--- src/rtl/vga_plot_arbiter3.sv ---
// Round-robin 3:1 arbiter for the VGA plot port with a one-cycle turnaround between owners.
// Optional forced release after HOLD_MAX grant cycles when ARB_TIMEOUT_EN is defined.
module vga_plot_arbiter3 #(
  parameter int unsigned HOLD_MAX = 4095,
  parameter int unsigned HOLD_W   = 12
) (
  input  logic       clock,
  input  logic       reset,
  input  logic [2:0] req,
  input  logic [2:0] plot_in,
  output logic [1:0] sel,
  output logic [2:0] gnt,
  output logic       plot_out,
  output logic       busy
);

  typedef enum logic [1:0] {IDLE, GRANT, TURN} state_t;

  state_t     state, state_d;
  logic [1:0] sel_d;
  logic [2:0] gnt_d;
  logic       busy_d;
  logic [1:0] last, last_d;
  logic [1:0] winner;
  logic [1:0] cand;
  logic       found;
  logic       timeout;

  // Elaboration guard: the hold counter must be able to represent HOLD_MAX.
  if (64'(HOLD_MAX) >= (64'd1 << HOLD_W)) begin : g_hold_w_check
    $error("vga_plot_arbiter3: HOLD_W too narrow for HOLD_MAX");
  end

`ifdef ARB_TIMEOUT_EN
  logic [HOLD_W-1:0] hold;

  // Counts consecutive GRANT cycles; zero outside GRANT so entry starts from 0.
  always_ff @(posedge clock) begin
    if (reset) begin
      hold <= '0;
    end else if (state == GRANT) begin
      if (hold != '1) hold <= hold + HOLD_W'(1);
    end else begin
      hold <= '0;
    end
  end

  // The current cycle is the HOLD_MAX-th GRANT cycle of this owner.
  assign timeout = (state == GRANT) && (hold == HOLD_W'(HOLD_MAX - 1));
`else
  assign timeout = 1'b0;
`endif

  // Round-robin pick: search from last+1, so the previous owner comes last.
  always_comb begin
    winner = last;
    found  = 1'b0;
    cand   = 2'd0;
    for (int k = 1; k <= 3; k++) begin
      cand = 2'((int'(last) + k) % 3);
      if (!found && req[cand]) begin
        winner = cand;
        found  = 1'b1;
      end
    end
  end

  // Next-state and registered-output logic.
  always_comb begin
    state_d = state;
    sel_d   = sel;
    gnt_d   = gnt;
    busy_d  = busy;
    last_d  = last;
    unique case (state)
      IDLE, TURN: begin
        if (|req) begin
          state_d = GRANT;
          sel_d   = winner;
          gnt_d   = 3'b001 << winner;
          last_d  = winner;
          busy_d  = 1'b1;
        end else begin
          state_d = IDLE;
          gnt_d   = '0;
          busy_d  = 1'b0;
        end
      end
      GRANT: begin
        if (!req[sel] || timeout) begin
          state_d = TURN;
          gnt_d   = '0;
          busy_d  = 1'b1;
        end
      end
      default: begin
        state_d = IDLE;
        gnt_d   = '0;
        busy_d  = 1'b0;
      end
    endcase
  end

  always_ff @(posedge clock) begin
    if (reset) begin
      state <= IDLE;
      sel   <= 2'd0;
      gnt   <= 3'b000;
      busy  <= 1'b0;
      last  <= 2'd2;
    end else begin
      state <= state_d;
      sel   <= sel_d;
      gnt   <= gnt_d;
      busy  <= busy_d;
      last  <= last_d;
    end
  end

  // Only the owner's strobe reaches the adapter, and only while it holds the grant.
  assign plot_out = plot_in[sel] & (state == GRANT);

endmodule

--- config.mk ---
export PLATFORM = sky130hd
export DESIGN_NAME = vga_plot_arbiter3
export DESIGN_NICKNAME = d
export VERILOG_FILES = /design/src/rtl/vga_plot_arbiter3.sv
export SDC_FILE = /design/constraint.sdc
export NUM_CORES = 1
export LEC_CHECK = 0
export ABC_AREA = 0
export BUFFER_PORTS_ARGS = -buffer_cell sky130_fd_sc_hd__clkbuf_2
export CAP_MARGIN = 0
export CORE_MARGIN = 5
export CORE_UTILIZATION = 37
export DETAILED_ROUTE_END_ITERATION = 12
export GPL_ROUTABILITY_DRIVEN = 0
export GPL_TIMING_DRIVEN = 0
export PLACE_DENSITY = 0.7
export SKIP_LAST_GASP = 1
export SYNTH_ARGS = -nofsm -noshare
export SYNTH_HDL_FRONTEND = slang
export SYNTH_SLANG_ARGS = --single-unit
--- constraint.sdc ---
create_clock -name clock -period 3.2 [get_ports clock]
set_input_delay 0.64 -clock clock [delete_from_list [all_inputs] [get_ports clock]]
set_output_delay 0.64 -clock clock [all_outputs]
set_load 0.01 [all_outputs]
Word level (Yosys, flattened, before mapping)
Index checks and enable logic that the tools add are counted.

word-level totals
  flip-flop bits (word level) = 10

cells by class
  order comparisons = 4
  bitwise operators = 1
  equal/unequal tests = 3
  shift operators = 1
  div/mod/pow operators = 3
  muxes and demuxes = 24
  reduce and logical (&&, ||, !) cells = 8
  $add $sub $neg = 3

operators with widths
  cell                     number
  $mod A32 B3 Y32 const B  3
  $lt A2 B3 Y1 const B     4
  $bmux W1 S2              5
  $mux W1                  10
  $mux W2                  4
  $add A2 B2 Y3 const B    2
  $mux W3                  2
  $pmux W3 S2              1
  $pmux W2 S2              1
  $add A2 B1 Y3 const B    1
  $reduce_or A3 Y1         1
  $shl A1 B2 Y3 const A    1
  $eq A2 B1 Y1 const B     1
  $eq A2 B2 Y1 const B     1
  $logic_and A1 B1 Y1      2
  $logic_not A1 Y1         2
  $logic_not A2 Y1         1
  $ne A2 B2 Y1 const B     1
  $pmux W1 S2              1
  $reduce_and A2 Y1        1
  $reduce_or A2 Y1         1
  $and A1 B1 Y1            1

Logic depth before layout (Yosys ltp)
Gate-level depths: netlist of the first run.

  depth in word-level cells = 14
  mapped depth = 8
  mapped depth without buffers = 7

Worst setup path after synthesis of the first run
Ideal clock, no wire load.

  path kind = register to register
  start = register sel[0]
  end = register gnt[2]
  arrival = 1963 ps
  slack = 1141 ps
  data required time = 3104 ps
  path buffers = 0
  cell stages (with the launch flop) = 8
  cell sequence = dfxtp_1 -> inv_1 -> ha_1 -> and2b_1 -> a2bb2oi_2 -> a21oi_1 -> o32a_1 -> o41ai_2

between the ends
  longest elaborated chain between the ends = 3

RTL lines
  element                        RTL line  source
  start: declaration             11        output logic [1:0] sel,
  start signal: assignment       113       sel <= sel_d;
  $bmux W1 S2                    90        if (!req[sel] || timeout) begin
  $mux W1 (implied by the code)  90
  $ne A2 B2 Y1 (no source line)  -
  end signal: assignment         114       gnt <= gnt_d;
  end: declaration               12        output logic [2:0] gnt,

Every way passes these cells. The select of a mux whose other input is x is not followed.
A chain may end at the register's enable or synchronous reset.

Worst setup path in the final report of the first run
Same ends and word-level chain as after synthesis.

==> summary.md, run 1 <==
| Metric | Value |
|---|---|
| Run status | `finished, final reports clean` |
| Number of flops mapped to enable cells by yosys | `0` |
| Boundary Pins | `15` |
| Largest buffer count on any clock path | `2` |
| Relative max-transition margin | `0.7085` |
| Post-CTS sizing | `0` |
| Share of post-route cells with drive strength above 1 | `0.2970` |
| DRC | `0` |
| Port Buffers | `14` |
| Cell count of the worst hold path | `2` |
| Clock tree sinks | `9` |
| Largest net degree at the start of global routing | `11` |
| Met3 WL | `65 µm` |
| Setup WS post-layout | `0.9162 ns` |
| Ys async rst share | `0` |
| Placed instance count | `122` |
| Slew @ Worst Pin | `0.4373 ns` |
| HP Start | `gnt[2]$_SDFFE_PP0P_` |
| Max Cap Viol | `0` |
| Global-route wire length before repair | `2.470 mm` |
| Final hold vios | `0` |
| Initial core utilization | `0.3870` |
| Area contributors post-synth | `dfxtp_1 (27%), nor2b_1 (6.6%), nor2_1 (5.6%), o41ai_2 (4.9%), a21oi_1 (4.5%)` |
| Max IR drop VDD | `0.4720 mV` |
| Syn_nets | `93` |
| Pre-antenna DRT Iters | `4` |
| Metal1 wirelength | `720 µm` |
| Fmax | `0.4379 GHz` |
| Syn Std Cell Area | `668.1 µm²` |
| Antenna-violating nets left | `0` |
| Buf/Inv on CP | `1` |
| Total core area | `0.001727 mm²` |
| Clk_skew | `0.005019 ns` |
| Met2 routed WL | `611 µm` |
| Critical Path RT | `3.36 ns` |
| Filler Cell Count | `176` |
| Reg2Reg Depth | `7` |
| Pre-CTS WS | `0.9423 ns` |
| Initial antenna violation count | `0` |
| RSZ-0062 raised after global routing | `false` |
| Commonest non-fill, non-tap cell in the layout | `clkbuf_2` |
| Worst-path fanout max | `8` |
| GRT overflow | `0` |
| Routed WL | `1.397 mm` |
| Die Width | `52.50 µm` |
| Post-detail-place hpwl | `1.063 mm` |
| Worst-path clk slew | `0.07 ns` |
| Hold Buf Count CTS | `0` |
| Die Ht | `52.50 µm` |
| Final Net Count | `112` |
| Synthesized flop and latch total | `9` |
| CP Data Arrival Time | `2.45 ns` |
| Skew-Pair Late Insertion Delay | `0.26 ns` |
| Fin util | `0.4609` |
| Synth cell types | `35` |
| Antenna cells | `0` |
| Synthesis warning total | `0` |
| Num CTS Buffers | `3` |
| Startpoint Class | `flip-flop` |
| Synth Flop Type | `dfxtp_1` |
| Final period util | `0.7137` |
| Crit end category | `flip-flop` |
| Crit path time final | `2.284 ns` |
| Max-slew violations | `0` |
| Postcts setup bufs | `0` |
| Worst hold endpoint | `gnt[2]$_SDFFE_PP0P_` |
| CP max stage delay | `0.44 ns` |
| CP Cell Sequence | `inv_1 -> ha_1 -> and2b_1 -> a2bb2oi_2 -> a21oi_1 -> o32a_1 -> o41ai_2` |
| Die Area | `0.002756 mm²` |
| Clk root buf | `clkbuf_4` |
| Routed vias/inst | `5.087` |
| Mapped Avg Cell Area | `8.050 µm²` |
| Top delay family on crit path | `compound AO/OA/AOI/OAI gates` |
| RR Startpoint | `sel[0]$_SDFFE_PP0P_` |
| Top cell type's share of synthesized area | `0.2697` |
| CTS H-tree lvls | `1` |
| Syn-to-layout area delta | `19.10%` |
| R2R Setup Slk | `0.92 ns` |
| DR iter-0 viols | `11` |
| Vias in the first global route | `607` |
| Power Dens Cells | `919.2 mW/mm²` |
| Most frequent cells in the layout | `clkbuf_2 (14), nor2_1 (10), dfxtp_1 (9), nand2_1 (8), nor2b_1 (7)` |
| Crit path max-delay cell type | `dfxtp_1` |
| Final setup TNS | `0 ns` |
| Total power | `731.5 µW` |
| Synthesized instance count | `83` |
| Final setup viols | `0` |
| Cell taking the most area after synthesis | `dfxtp_1` |
| Finished Layout Cells | `126` |
| GRT Util Overall | `0.1164` |
| Reg-to-reg endpoint | `gnt[2]$_SDFFE_PP0P_` |
| Sequential share of the synthesized area | `0.2697` |
| Kind of critical path | `flip-flop to flip-flop` |
| Hold/Removal Path Class | `flip-flop to flip-flop` |
| WL/cell | `11.09 µm` |
| Via Count | `641` |
| LEAKAGE | `0.3568 nW` |
| Max Used Layer | `met3` |
| # rows | `15` |
| CTS tree | `done` |
==> power breakdown <==
| group | leakage [nW] | internal (mW) | total [mW] | switching [mW] |
|---|---|---|---|---|
| combinational | 0.268 | 0.209 | 0.459 | 0.250 |
| sequential | 0.0743 | 0.150 | 0.183 | 0.0333 |
| clock | 0.0150 | 0.0481 | 0.0889 | 0.0409 |
==> synth_stat cells, types with 2 or more instances <==
cell type	number
a21oi_1	6
dfxtp_1	9
ha_1	2
inv_1	2
mux2i_1	2
nand2_1	8
nand2b_1	3
nor2_1	10
nor2b_1	7
nor3_1	5
o21ai_0	2
o41ai_2	2
or2_2	2
or3_1	2
==> sequential cells by signal, indices dropped and copies added, names as in the netlist <==
name / cells
gnt: 3
busy: 1
state: 2
sel: 2
last: 1
==> cells by family after synthesis <==
logic type,synth area share
adder cells (fa/ha/maj),0.03745
AND/OR/NAND/NOR,0.3390
flip-flops,0.2697
multiplexers,0.02996
buffers and inverters,0.03558
AO/OA/AOI/OAI,0.2884
==> worst reg2reg max path: cells and delay by family, from the launching register on <==
| family | cells | cell delay, ns |
|---|---|---|
| AO/OA/AOI/OAI | 4 | 0.95 |
| buffers and inverters | 1 | 0.12 |
| flip-flops | 1 | 0.44 |
| adder cells (fa/ha/maj) | 1 | 0.42 |
| AND/OR/NAND/NOR | 1 | 0.24 |
==> area by class of cell <==
cell class              count  area [µm²]  share of cell area
plain buffers               3       16.27             0.02044
repair buffers             14       70.07             0.08805
well taps                  25       31.28             0.03931
clock buffers               4       26.28             0.03302
multi-input cells          69       464.2              0.5833
inverters                   2       7.507            0.009434
flip-flops and latches      9       180.2              0.2264
==> through the flow <==
step | hold WS (ns) | cell area [µm²]
4_1_cts | 0.4639 | 795.8
2_1_floorplan | 0.4789 | 668.1
3_3_place_gp | 0.4384 | 769.5
5_1_grt | 0.4957 | 795.8
3_5_place_dp | 0.4454 | 769.5
6_report | 0.4573 | 795.8
==> how the worst max path moves through the flow <==
stage | startpoint | depth (start not counted) | slack [ns] | to
after detailed placement | sel[0]$_SDFFE_PP0P_ | 7 | 0.94 | gnt[2]$_SDFFE_PP0P_
after CTS | sel[0]$_SDFFE_PP0P_ | 7 | 0.90 | gnt[2]$_SDFFE_PP0P_
after global placement | sel[0]$_SDFFE_PP0P_ | 7 | 0.94 | gnt[2]$_SDFFE_PP0P_
after floorplan | sel[0]$_SDFFE_PP0P_ | 7 | 1.14 | gnt[2]$_SDFFE_PP0P_
after global routing | sel[0]$_SDFFE_PP0P_ | 7 | 0.71 | gnt[0]$_SDFFE_PP0P_
final | sel[0]$_SDFFE_PP0P_ | 7 | 0.92 | gnt[2]$_SDFFE_PP0P_
==> layer usage <==
metal | vias to the layer above | GRT usage
met2 | 15 | 0.1715
li1 | 334 | -
met1 | 292 | 0.1566
met4 | 0 | 0.04681
met3 | 0 | 0.03419
met5 | - | 0
Power figures use the tool's default switching activity.
==> run 2, diff against run 1 <==
--- a/config.mk
+++ b/config.mk
@@ -13,7 +13,7 @@
 export DETAILED_ROUTE_END_ITERATION = 12
 export GPL_ROUTABILITY_DRIVEN = 0
 export GPL_TIMING_DRIVEN = 0
-export PLACE_DENSITY = 0.7
+export PLACE_DENSITY = 0.72
 export SKIP_LAST_GASP = 1
 export SYNTH_ARGS = -nofsm -noshare
 export SYNTH_HDL_FRONTEND = slang
==> constraint.sdc (replaced) <==
create_clock -name clock -period 1.95 [get_ports clock]
set_input_delay 0.39 -clock clock [delete_from_list [all_inputs] [get_ports clock]]
set_output_delay 0.39 -clock clock [all_outputs]
set_load 0.01 [all_outputs]
==> run 2 against run 1 <==
Compared with the run above:
- core utilization up 7.4 points
- maximum frequency is 18% higher
- critical path depth stayed put
- clock power is 57% higher
- combinational power increased by 130%
- die area unchanged
- final cell count up 4.0%
- design area increased by 16%
- sequential share of layout area fell by 2.3 points
- worst hold slack worse by 0.019 ns
- highest routed layer unchanged
==> summary.md, run 2 (synthesis results as in run 1) <==
| Metric | Value |
|---|---|
| Run status | `finished, final reports clean` |
| Met3 WL | `68 µm (+4.6%)` |
| Routed vias/inst | `5.099 (+0.23%)` |
| Routed WL | `1.569 mm (+12%)` |
| CP max stage delay | `0.38 ns (-0.06 ns)` |
| Reg2Reg Depth | `7 (unchanged)` |
| Antenna-violating nets left | `0 (unchanged)` |
| Final hold vios | `0 (unchanged)` |
| Metal1 wirelength | `756 µm (+5.0%)` |
| # rows | `15 (unchanged)` |
| Fin util | `0.5348 (+0.07391)` |
| Cell count of the worst hold path | `3 (+1)` |
| Buf/Inv on CP | `1 (unchanged)` |
| Die Ht | `52.50 µm (unchanged)` |
| Relative max-transition margin | `0.7138 (+0.005269)` |
| HP Start | `reset` |
| Pre-antenna DRT Iters | `4 (unchanged)` |
| Worst-path clk slew | `0.06 ns (about the same)` |
| Hold/Removal Path Class | `input port to flip-flop` |
| Startpoint Class | `flip-flop` |
| CP Data Arrival Time | `2.10 ns (-0.35 ns)` |
| Via Count | `668 (+4.2%)` |
| Share of post-route cells with drive strength above 1 | `0.4340 (+0.1369)` |
| Port Buffers | `14 (unchanged)` |
| Boundary Pins | `15 (unchanged)` |
| RSZ-0062 raised after global routing | `true` |
| GRT Util Overall | `0.1212 (+0.004797)` |
| Met2 routed WL | `743 µm (+22%)` |
| Final Net Count | `117 (+4.5%)` |
| Crit path depth | `7 (unchanged)` |
| Top delay family on crit path | `compound AO/OA/AOI/OAI gates` |
| Largest registers in the final layout | `gnt x3, sel x2, state x2` |
| Max Cap Viol | `0 (unchanged)` |
| Slew @ Worst Pin | `0.4294 ns (-0.007904 ns)` |
| WL/cell | `11.98 µm (+8.0%)` |
| Commonest non-fill, non-tap cell in the layout | `clkbuf_2` |
| Crit end category | `flip-flop` |
| Max IR drop VDD | `0.7614 mV (+61%)` |
| Die Width | `52.50 µm (unchanged)` |
| RR Startpoint | `sel[0]$_SDFFE_PP0P_` |
| Max-slew violations | `0 (unchanged)` |
| Crit path max-delay cell type | `o32a_1` |
| Crit path from | `sel[0]$_SDFFE_PP0P_` |
| LEAKAGE | `0.3894 nW (+9.1%)` |
| CP Cell Sequence | `inv_4 -> ha_4 -> and2b_1 -> a2bb2oi_2 -> a21oi_2 -> o32a_1 -> o41ai_2` |
| Clk_skew | `0.006500 ns (+0.001481 ns)` |
| Register name with the most flops | `gnt` |
| Total core area | `0.001727 mm² (unchanged)` |
| Max Used Layer | `met3` |
| Clock tree sinks | `9 (unchanged)` |
| Kind of critical path | `flip-flop to flip-flop` |
| DR iter-0 viols | `14 (+3)` |
| Most frequent cells in the layout | `clkbuf_2 (14), nor2_1 (9), nand2_1 (8), dfxtp_1 (7), buf_4 (6)` |
| Critical Path RT | `2.11 ns (-1.25 ns)` |
| GRT overflow | `0 (unchanged)` |
| Initial antenna violation count | `0 (unchanged)` |
| Largest net degree at the start of global routing | `11 (unchanged)` |
| Syn-to-layout area delta | `38.20%` |
| Fmax | `0.5155 GHz (+18%)` |
| Power Dens Cells | `1644 mW/mm² (+79%)` |
| CTS tree | `done` |
| Crit path time final | `1.940 ns (-0.3438 ns)` |
| Vias in the first global route | `620 (+2.1%)` |
| Worst-path fanout max | `8 (unchanged)` |
| Post-detail-place hpwl | `1.099 mm (+3.3%)` |
| Clk root buf | `clkbuf_4` |
| Final setup TNS | `0 ns (unchanged)` |
| Final period util | `0.9949 (+0.2812)` |
| Num CTS Buffers | `3 (unchanged)` |
| Max FFs per register | `3 (unchanged)` |
| Largest buffer count on any clock path | `2 (unchanged)` |
| Final setup viols | `0 (unchanged)` |
| Antenna cells | `0 (unchanged)` |
| DRC | `0 (unchanged)` |
| Global-route wire length before repair | `2.594 mm (+5.0%)` |
| CTS H-tree lvls | `1 (unchanged)` |
| Skew-Pair Late Insertion Delay | `0.26 ns (about the same)` |
| Filler Cell Count | `159 (-9.7%)` |
| Die Area | `0.002756 mm² (unchanged)` |
| Placed instance count | `122 (unchanged)` |
| Initial core utilization | `0.3870 (unchanged)` |
| Finished Layout Cells | `131 (+4.0%)` |
run 2: per-layer routing:
| metal | up-vias | track usage |
|---|---|---|
| li1 | 343 | - |
| met1 | 309 | 0.1603 |
| met2 | 16 | 0.1942 |
| met3 | 0 | 0.03989 |
| met4 | 0 | 0.01702 |
| met5 | - | 0 |
run 2: worst reg2reg max path, stage by stage (launching register included):
cell and delay [ns]:
dfxtp_4 0.36, inv_4 0.04, ha_4 0.25, and2b_1 0.22
a2bb2oi_2 0.18, a21oi_2 0.08, o32a_1 0.38, o41ai_2 0.31
run 2: final cells by class:
cell class	count	area (µm²)	area share
Multi-Input combinational cell	69	538.0	0.5827
Timing Repair Buffer	19	107.6	0.1165
Sequential cell	9	187.7	0.2033
Tap cell	25	31.28	0.03388
Inverter	2	10.01	0.01084
Clock buffer	4	26.28	0.02846
Buffer	3	22.52	0.02439
run 2: metrics by stage:
stage / area (µm²) / power, mW / hold WS, ns / worst slack (ns)
after floorplan: 681.9 / 0.9483 / 0.4789 / 0.06964
after global placement: 783.3 / 1.098 / 0.4407 / -0.08459
after detailed placement: 783.3 / 1.112 / 0.4451 / -0.07354
after CTS: 858.3 / 1.383 / 0.4401 / 0.02133
after global routing: 923.4 / 1.645 / 0.4781 / -0.1206
final: 923.4 / 1.518 / 0.4388 / 0.01003
run 2: what timing repair did:
item,in CTS,in global routing
gates resized for setup,6,14
gates cloned,0,0
endpoints found under the setup margin,4,5
pin swaps,1,8
hold buffers,0,0
setup buffers,3,2
run 2: worst paths after layout:
| kind | end | slack, ns |
|---|---|---|
| worst max-delay path | gnt[2]$_SDFFE_PP0P_ | 0.01 |
| worst min-delay path | sel[0]$_SDFFE_PP0P_ | 0.44 |
| worst max register to register | gnt[2]$_SDFFE_PP0P_ | 0.01 |
| worst min register to register | gnt[1]$_SDFFE_PP0P_ | 0.46 |
run 2: report_power, final:
part / switching, mW / internal, mW / total (mW)
clock: 0.0617 / 0.0786 / 0.140
sequential: 0.0559 / 0.258 / 0.314
combinational: 0.539 / 0.525 / 1.06
==> run 3, diff against run 2 <==
--- a/config.mk
+++ b/config.mk
@@ -13,7 +13,6 @@
 export DETAILED_ROUTE_END_ITERATION = 12
 export GPL_ROUTABILITY_DRIVEN = 0
 export GPL_TIMING_DRIVEN = 0
-export PLACE_DENSITY = 0.72
 export SKIP_LAST_GASP = 1
 export SYNTH_ARGS = -nofsm -noshare
 export SYNTH_HDL_FRONTEND = slang
==> run 3 against run 2 <==
Compared with the run above:
- critical path depth up 2
- first-iteration DRC count down 43%
- highest routed layer is now met4
- design area up 2.3%
- maximum frequency down 0.37%
- core utilization up 1.2 points
- sequential power about the same
- clock skew down 0.0043 ns
- flip-flop and latch count unchanged
- worst hold slack worse by 0.031 ns
- critical path type unchanged
- clock-buffer cell count unchanged
- combinational power about the same
==> summary.md, run 3 (synthesis results as in run 1) <==
| Metric | Value |
|---|---|
| Routed WL | `1.726 mm (+10%)` |
| Max FFs per register | `3 (unchanged)` |
| CTS tree | `done` |
| Final period util | `0.9986 (+0.003704)` |
| Max IR drop VDD | `0.7534 mV (-1.0%)` |
| Antenna cells | `0 (unchanged)` |
| Final Net Count | `120 (+2.6%)` |
| Most frequent cells in the layout | `clkbuf_2 (14), nor2_1 (9), nand2_1 (8), buf_4 (8), dfxtp_1 (7)` |
| Met3 GRT Util | `0.03704 (-0.002849)` |
| Share of post-route cells with drive strength above 1 | `0.4312 (-0.002770)` |
| Placed instance area | `783.3 µm² (unchanged)` |
| LEAKAGE | `0.4057 nW (+4.2%)` |
| Total core area | `0.001727 mm² (unchanged)` |
| Vias in the first global route | `608 (-1.9%)` |
| WL/cell | `12.88 µm (+7.5%)` |
| Hold/Removal Path Class | `input port to flip-flop` |
| Die Area | `0.002756 mm² (unchanged)` |
| Antenna-violating nets left | `0 (unchanged)` |
| Initial antenna violation count | `0 (unchanged)` |
| Clk_skew | `0.002195 ns (-0.004304 ns)` |
| Final Cell Area | `944.7 µm² (+2.3%)` |
| Power Dens Cells | `1633 mW/mm² (-0.69%)` |
| Worst-path clk slew | `0.07 ns (about the same)` |
| Worst path most repeated cell | `buf_4` |
| # rows | `15 (unchanged)` |
| Boundary Pins | `15 (unchanged)` |
| Total power | `1.543 mW (+1.6%)` |
| Filler Cell Count | `165 (+3.8%)` |
| Largest registers in the final layout | `gnt x3, sel x2, state x2` |
| CP Data Arrival Time | `2.12 ns (+0.02 ns)` |
| Die Width | `52.50 µm (unchanged)` |
| Register name with the most flops | `gnt` |
| Final setup viols | `0 (unchanged)` |
| Finished Layout Cells | `134 (+2.3%)` |
| CP Cell Sequence | `buf_6 -> ha_4 -> and2b_1 -> a2bb2oi_2 -> buf_4 -> buf_4 -> nor2_1 -> or3_1 -> o32ai_1` |
| Final hold vios | `0 (unchanged)` |
| Crit end category | `flip-flop` |
| Syn-to-layout area delta | `41.39%` |
| DRC | `0 (unchanged)` |
| Skew-Pair Late Insertion Delay | `0.27 ns (about the same)` |
| Post-detail-place hpwl | `1.144 mm (+4.1%)` |
| Crit path time final | `1.947 ns (+0.007223 ns)` |
| Fin util | `0.5471 (+0.01232)` |
| Critical Path RT | `2.13 ns (+0.02 ns)` |
| Global-route wire length before repair | `2.628 mm (+1.3%)` |
| RSZ-0062 raised after global routing | `true` |
| Clk root buf | `clkbuf_4` |
| Clock tree sinks | `9 (unchanged)` |
| Hold Buf Count CTS | `0 (unchanged)` |
| GRT overflow | `0 (unchanged)` |
| CTS H-tree lvls | `1 (unchanged)` |
| Grt met1 use | `0.1586 (-0.001724)` |
| Fmax | `0.5136 GHz (-0.37%)` |
| Max Cap Viol | `0 (unchanged)` |
| DR iter-0 viols | `8 (-6)` |
| Routed vias/inst | `5.134 (+0.69%)` |
| Initial core utilization | `0.3870 (unchanged)` |
| Met2 global-route usage | `0.1942 (unchanged)` |
| Die Ht | `52.50 µm (unchanged)` |
| Grt peak-use layer | `met2` |
| Run status | `finished, final reports clean` |
| GRT Util Overall | `0.1318 (+0.01064)` |
| Final setup TNS | `0 ns (unchanged)` |
| Slew @ Worst Pin | `0.4808 ns (+0.05148 ns)` |
| Largest net degree at the start of global routing | `11 (unchanged)` |
| Placed instance count | `122 (unchanged)` |
| Via Count | `688 (+3.0%)` |
| CP max stage delay | `0.35 ns (-0.03 ns)` |
| Worst-path fanout max | `7 (-1)` |
| Port Buffers | `14 (unchanged)` |
| Max-slew violations | `0 (unchanged)` |
| Crit path max-delay cell type | `dfxtp_4` |
| Num CTS Buffers | `3 (unchanged)` |
| Pre-antenna DRT Iters | `4 (unchanged)` |
| Commonest non-fill, non-tap cell in the layout | `clkbuf_2` |
| Largest buffer count on any clock path | `2 (unchanged)` |
| Kind of critical path | `flip-flop to flip-flop` |
| Relative max-transition margin | `0.6794 (-0.03432)` |
| Startpoint Class | `flip-flop` |
==> run 3: worst paths after layout <==
path | start | cells after the start | slack [ns] | endpoint
min reg2reg | gnt[1]$_SDFFE_PP0P_ | 2 | 0.46 | gnt[1]$_SDFFE_PP0P_
max reg2reg | last[1]$_SDFFE_PP1P_ | 9 | 0.003 | sel[0]$_SDFFE_PP0P_
max | last[1]$_SDFFE_PP1P_ | 9 | 0.003 | sel[0]$_SDFFE_PP0P_
min | reset | 3 | 0.41 | sel[0]$_SDFFE_PP0P_
==> run 3: power by group <==
group	internal (mW)	total, mW	switching (mW)
Combinational	0.541	1.08	0.534
Sequential	0.257	0.312	0.0541
Clock	0.0795	0.156	0.0762
Total	0.878	1.54	0.665
==> run 3: what timing repair did <==
action	CTS	global route
pin swaps	1	7
endpoints found under the setup margin	4	5
gates resized for setup	4	15
setup buffers	1	7
==> run 3: metal layers <==
layer  vias up  share of wire
met3         4          0.049
li1        352              -
met2        12           0.46
met1       320           0.47
met4         0          0.020
met5         -              0
==> run 3: final cells by class <==
class / instances / area [µm²] / share of cell area
tap: 25 / 31.28 / 0.03311
buffer: 3 / 22.52 / 0.02384
inverter: 2 / 10.01 / 0.01060
multi-input combinational: 69 / 533.0 / 0.5642
clock buffer: 4 / 26.28 / 0.02781
sequential: 9 / 187.7 / 0.1987
timing repair buffer: 22 / 133.9 / 0.1417
==> run 3: critical path: cells and delay by family, from the launching register on <==
| family | cells | cell delay, ns |
|---|---|---|
| simple gates | 3 | 0.56 |
| buf+inv | 3 | 0.36 |
| flops | 1 | 0.35 |
| compound gates | 2 | 0.32 |
| fa+ha+maj | 1 | 0.26 |
==> run 3: through the flow <==
stage	hold WS [ns]	worst slack [ns]
2_1_floorplan	0.4789	0.06964
3_3_place_gp	0.4368	-0.07960
3_5_place_dp	0.4501	-0.08734
4_1_cts	0.4112	0.002248
5_1_grt	0.4163	-0.08023
6_report	0.4079	0.002802
